$ cat src/rtl/sr_input_conditioner.sv
// Conditions raw set/clear requests for a downstream SR flip-flop: two-flop sync,
// debounce, then either one-shot pulses with holdoff lockout or level-following commands.
module sr_input_conditioner #(
    parameter int unsigned DEBOUNCE_CYCLES = 4,
    parameter int unsigned PULSE_MODE      = 1,
    parameter int unsigned HOLDOFF_CYCLES  = 2
) (
    input  logic clock,
    input  logic reset,
    input  logic set_in,
    input  logic clr_in,
    output logic s,
    output logic r,
    output logic conflict,
    output logic dbg_state
);

    localparam int unsigned CW = $clog2(DEBOUNCE_CYCLES + 1);
    localparam int unsigned HW = $clog2(HOLDOFF_CYCLES + 2);
    localparam logic [CW-1:0] DEB_LAST  = CW'(DEBOUNCE_CYCLES - 1);
    localparam logic [HW-1:0] HOLD_LAST = HW'(HOLDOFF_CYCLES - 1);

    typedef enum logic {
        IDLE = 1'b0,
        LOCK = 1'b1
    } state_t;

    // Channel index 0 carries the set request, index 1 the clear request.
    logic [1:0]         sync1_q, sync2_q;
    logic [1:0]         deb_q, deb_d;
    logic [1:0]         deb_prev_q;
    logic [1:0][CW-1:0] cnt_q, cnt_d;
    logic [1:0]         rise;

    state_t             state_q, state_d;
    logic [HW-1:0]      hold_q, hold_d;
    logic               s_q, s_d;
    logic               r_q, r_d;
    logic               conflict_q, conflict_d;

    always_comb begin
        deb_d = deb_q;
        cnt_d = cnt_q;
        for (int i = 0; i < 2; i++) begin
            if (sync2_q[i] != deb_q[i]) begin
                if (cnt_q[i] == DEB_LAST) begin
                    deb_d[i] = ~deb_q[i];
                    cnt_d[i] = '0;
                end else begin
                    cnt_d[i] = cnt_q[i] + CW'(1);
                end
            end else begin
                cnt_d[i] = '0;
            end
        end
    end

    // deb_prev lags deb by one edge, so a rising edge is visible for exactly one cycle.
    assign rise = deb_q & ~deb_prev_q;

    always_comb begin
        state_d    = state_q;
        hold_d     = hold_q;
        s_d        = 1'b0;
        r_d        = 1'b0;
        conflict_d = 1'b0;
        if (PULSE_MODE != 0) begin
            case (state_q)
                IDLE: begin
                    if (rise != 2'b00) begin
                        s_d        = (rise == 2'b01);
                        r_d        = (rise == 2'b10);
                        conflict_d = (rise == 2'b11);
                        if (HOLDOFF_CYCLES != 0) begin
                            state_d = LOCK;
                            hold_d  = '0;
                        end
                    end
                end
                LOCK: begin
                    // Rising edges seen here are dropped on purpose, never queued.
                    if (hold_q == HOLD_LAST) begin
                        state_d = IDLE;
                        hold_d  = '0;
                    end else begin
                        hold_d = hold_q + HW'(1);
                    end
                end
                default: begin
                    state_d = IDLE;
                    hold_d  = '0;
                end
            endcase
        end else begin
            s_d        = deb_q[0] & ~deb_q[1];
            r_d        = deb_q[1] & ~deb_q[0];
            conflict_d = deb_q[0] & deb_q[1];
        end
    end

    always_ff @(posedge clock or posedge reset) begin
        if (reset) begin
            sync1_q    <= '0;
            sync2_q    <= '0;
            deb_q      <= '0;
            deb_prev_q <= '0;
            cnt_q      <= '0;
            state_q    <= IDLE;
            hold_q     <= '0;
            s_q        <= 1'b0;
            r_q        <= 1'b0;
            conflict_q <= 1'b0;
        end else begin
            sync1_q    <= {clr_in, set_in};
            sync2_q    <= sync1_q;
            deb_q      <= deb_d;
            deb_prev_q <= deb_q;
            cnt_q      <= cnt_d;
            state_q    <= state_d;
            hold_q     <= hold_d;
            s_q        <= s_d;
            r_q        <= r_d;
            conflict_q <= conflict_d;
        end
    end

    assign s         = s_q;
    assign r         = r_q;
    assign conflict  = conflict_q;
    assign dbg_state = state_q;

endmodule

$ cat config.mk
export PLATFORM = sky130hd
export DESIGN_NAME = sr_input_conditioner
export DESIGN_NICKNAME = d
export VERILOG_FILES = /design/src/rtl/sr_input_conditioner.sv
export SDC_FILE = /design/constraint.sdc
export NUM_CORES = 1
export LEC_CHECK = 0
export CAP_MARGIN = 20
export CORE_ASPECT_RATIO = 0.8
export CORE_MARGIN = 10
export CORE_UTILIZATION = 40
export CTS_BUF_LIST = sky130_fd_sc_hd__clkbuf_8
export DETAILED_ROUTE_END_ITERATION = 10
export RECOVER_POWER = 100
export REMOVE_ABC_BUFFERS = 1
export SLEW_MARGIN = 10
export SYNTH_ARGS = -nofsm -noshare
export SYNTH_HDL_FRONTEND = slang
export SYNTH_SLANG_ARGS = --single-unit
$ cat constraint.sdc
create_clock -name clock -period 1.4 [get_ports clock]
set_input_delay 0.42 -clock clock [delete_from_list [all_inputs] [get_ports clock]]
set_output_delay 0.42 -clock clock [all_outputs]
set_load 0.005 [all_outputs]
### After elaboration in Yosys (flattened, before gate mapping)

Cells that the tools add are included.
W data, S select, Z words.

* bits in registers: 20
* bits of input ports: 4
* logic and storage cells: 48

* add/subtract/negate cells: 3
* equality and inequality tests: 9
* muxes and demuxes: 16
* bitwise logic cells: 5
* reductions and logical operators: 3

Operators by type and width (count)
* $mux W3: 4
* $mux W1: 8
* $add A3 B1 Y3 const B: 2
* $eq A3 B2 Y1 const B: 2
* $eq A2 B1 Y1 const B: 2
* $eq A2 B2 Y1 const B: 2
* $mux W2: 2
* $pmux W2 S2: 1
* $reduce_and A2 Y1: 2
* $not A1 Y1: 3
* $add A2 B1 Y2 const B: 1
* $and A2 B2 Y2: 1
* $ne A1 B1 Y1: 2
* $ne A2 B2 Y1 const B: 1
* $not A2 Y2: 1
* $pmux W1 S2: 1
* $reduce_bool A2 Y1: 1

### Logic depth before layout (Yosys ltp)

* depth after elaboration: 5
* gate-level depth with buffers: 3

### Worst setup path after synthesis

No wires, ideal clock.

* path type: flip-flop to flip-flop
* from: register cnt_q[0] in the netlist's numbering
* to: register deb_q[0]
* setup time: 125 ps
* arrival time: 970 ps
* slack: 306 ps
* stages on the path, launching flop included: 4
* clock period less this slack: 1094 ps
* cells stage by stage: dfrtp_1 ha_1 nand2b_1 mux2_2

* longest elaborated chain between the ends: 2

RTL lines
* start, declared: line 32 `logic [1:0][CW-1:0] cnt_q, cnt_d;`
* start signal, assigned: line 118 `cnt_q <= cnt_d;`
* $eq A3 B2 Y1: line 46 `if (cnt_q[i] == DEB_LAST) begin`
* $reduce_and A2 Y1 (no source line)
* end signal, assigned: line 105 `deb_q <= '0;`
* end signal, assigned: line 116 `deb_q <= deb_d;`
* end, declared: line 30 `logic [1:0] deb_q, deb_d;`

No other way between the ends.
A chain may end at the register's enable or synchronous reset.

### Final worst setup path

* from: register state_q, in the netlist dbg_state
* to: output dbg_state

RTL lines
* start, declared: line 35 `state_t state_q, state_d;`
* start signal, assigned: line 119 `state_q <= state_d;`
* end, declared: line 15 `output logic dbg_state`

No word-level cell between the ends.

==> impl_metrics.py <==
metrics = {
    "outcome": {
        "status": "completed",
    },
    "timing": {
        "setup_tns_ns": 0,
        "fin_crit_ns": 1.30,
        "slew_viol_final": 0,
        "rsz0062_at_grt": "false",
        "finalCritPeriodShare": 0.928,
        "tightest_slew_ns": 0.467,
        "max_freq_mhz": 770,
        "setup_viol": 0,
        "hold_viol": 0,
        "max-slew-margin-rel": 0.689,
        "worst_clock_skew_ns": 0.00120,
    },
    "global_route": {
        "use_met1": 0.0645,
        "grt_max_degree": 21,
        "grt_antenna_before_repair": 0,
        "grt-ovfl-total": 0,
        "grt_pass1_vias": 371,
        "grt_use_total": 0.0562,
        "gr-usage-met2": 0.0683,
        "grt_first_pass_wirelength_um": 1630,
        "grt_busiest_layer": "met2",
        "grt.met3_usage": 0.0461,
    },
    "final_layout": {
        "areaGrowthSynthToFinish_pct": 20.2,
        "finish.instance_area_um2": 872,
        "fillers": 149,
        "multiInputGateArea_um2": 208,
        "register_area_um2": 500,
        "nets": 67,
        "final_cell_mix": "20 x dfrtp_1, 5 x nor3b_1, 4 x clkbuf_8, 4 x dlygate4sd2_1",
        "drive_gt1_frac": 0.150,
        "diodes": 0,
        "mostFrequentLayoutCell": "dfrtp_1",
    },
    "power_and_ir_drop": {
        "ir_worst_vdd_uv": 851,
        "clockPowerShare": 0.250,
        "p_per_area_nw_per_um2": 1920,
        "p_leak_nw": 0.416,
        "power_switching_mw": 0.447,
        "power_frac_seq": 0.490,
        "swShare": 0.267,
        "p_int_mw": 1.23,
        "p_comb_frac": 0.260,
    },
    "critical_path": {
        "crit_fanout": 2,
        "cp.required_ns": 0.98,
        "cp_top_family": "flip-flops",
        "crit_chain": "dlygate4sd2_1",
        "cp_slowest_stage_delay_ns": 0.37,
        "critPathBufInv": 1,
        "slowest_stage": "dfrtp_1",
        "crit_arrival_ns": 0.88,
        "critPathKind": "reg -> out",
        "crit_path_start_kind": "flop",
        "cp-end-kind": "output pin",
    },
    "synthesis": {
        "synth.top_cell.area_share": 0.690,
        "yosys.area_share.simple": 0.181,
        "syn_area_per_cell_um2": 15.4,
        "synth_fa_ha_area_frac": 0.0345,
        "ys_top_cells_by_area": "dfrtp_1 69%, nor3b_1 5.2%, ha_1 3.4%",
        "synth_xor_area_frac": 0.0241,
        "yosys_warnings": 0,
        "synth_top_family_by_area": "simple AND/OR/NAND/NOR gates",
        "synth_top_area_cell": "dfrtp_1",
        "ys_seq_area_frac": 0.690,
        "syn_inst": 47,
        "syn_area_um2": 726,
        "synth-compound-area-share": 0.0293,
        "synth_mux_area_frac": 0.0310,
        "synth_seq_cells": 20,
        "post_synth_num_cell_types": 17,
    },
    "placed_design": {
        "port_buffers": 7,
        "dp_hpwl_um": 619,
        "routabilityCongestion": 0.682,
        "place_area_um2": 838,
    },
    "clock_tree": {
        "cts_sinks": 20,
        "cts_buffer_depth": 2,
        "cts_tree": "yes",
        "root_buffer": "clkbuf_8",
        "path_clk_slew_ns": 0.07,
        "ctsResizeCount": 4,
        "post-cts-setup-buffers": 0,
        "cts_buffers": 3,
        "ctsHoldBuffers": 0,
        "insertion_delay_ns": 0.25,
        "htree_num_levels": 1,
    },
    "detailed_routing": {
        "ant_nets": 0,
        "dr.pass1.iters": 2,
        "drt-initial-drc-count": 5,
        "num_vias": 369,
        "via_per_inst": 4.50,
        "drc": 0,
        "wl_per_cell_um": 10.2,
        "wirelength_um": 839,
    },
    "floorplanning": {
        "initial_utilization": 0.433,
        "die_y_um": 58.1,
        "core_um2": 1680,
        "dieArea_um2": 3930,
        "die_w_um": 67.6,
        "io_pins": 8,
        "rows": 13,
    },
    "job": {
        "drv_cap": 0,
    },
    "min_path": {
        "min_path_type": "reg -> reg",
    },
}
-- registers in the layout (all words and copies together), names as in the netlist --
signal / flops
deb_prev_q: 2
conflict: 1
r: 1
sync1_q: 2
s: 1
sync2_q: 2
cnt_q: 6
hold_q: 2
dbg_state: 1
deb_q: 2
-- worst register-to-register path, delay by kind of cell (launching register included) --
kind	cells	cell delay, ns
multiplexers	1	0.36
adder cells (fa/ha/maj)	1	0.17
AND/OR/NAND/NOR	1	0.23
flip-flops	1	0.36
-- kinds of logic (layout without fill, tap and decap cells) --
| logic type | after synthesis | after routing |
|---|---|---|
| AND/OR/NAND/NOR | 16 | 16 |
| adder cells (fa/ha/maj) | 2 | 2 |
| buffers and inverters | 2 | 15 |
| AO/OA/AOI/OAI | 3 | 3 |
| multiplexers | 2 | 2 |
| XOR/XNOR | 2 | 2 |
| flip-flops | 20 | 20 |
-- power by group through the flow --
stage	combinational, mW	sequential [mW]	clock, mW
5_1_grt	0.505	0.843	0.471
3_3_place_gp	0.497	0.842	0
4_1_cts	0.476	0.835	0.439
2_1_floorplan	0.323	0.857	0
6_report	0.436	0.822	0.419
3_5_place_dp	0.498	0.846	0
-- per-layer routing --
metal | part of all wire | vias to the layer above | wire length [um]
met5 | 0 | - | 0
met1 | 0.48 | 172 | 406
met3 | 0.11 | 2 | 90
met2 | 0.40 | 10 | 336
li1 | - | 185 | -
met4 | 0.0072 | 0 | 6
-- cell type report --
type | count | area share
well taps | 22 | 0.0316
clock buffers | 4 | 0.0631
inverters | 2 | 0.00861
repair buffers | 9 | 0.0846
flip-flops and latches | 20 | 0.574
multi-input cells | 25 | 0.238
-- synthesized netlist by cell type, drive strengths merged --
library cell   n
a21o           1
a31oi          1
and2b          1
and3b          1
dfrtp         20
ha             2
inv            2
mux2           2
nand2b         3
nor2b          2
nor3           3
nor3b          6
o21a           1
xnor2          2
-- metrics by stage --
stage | hold slack [ns] | setup slack (ns) | power (mW) | util | std cells
floorplan | 0.331 | 0.306 | 1.18 | - | 47
global placement | 0.332 | 0.159 | 1.34 | 0.500 | 78
detailed placement | 0.335 | 0.156 | 1.34 | 0.500 | 78
CTS | 0.350 | 0.0781 | 1.75 | 0.530 | 82
global route | 0.370 | 0.0506 | 1.82 | 0.521 | 82
finish | 0.349 | 0.101 | 1.68 | 0.521 | 82
-- final timing paths --
check,startpoint,endpoint,slack (ns),depth (start not counted)
max,dbg_state,dbg_state,0.10,1
min,sync1_q[1],sync2_q[1],0.35,0
max reg2reg,cnt_q[3],deb_q[1],0.18,3
min reg2reg,sync1_q[1],sync2_q[1],0.35,0
max in group asynchronous,reset,sync2_q[1],0.38,3
min in group asynchronous,reset,sync2_q[0],0.70,3
Note: power is estimated with default switching activity, not from simulation.
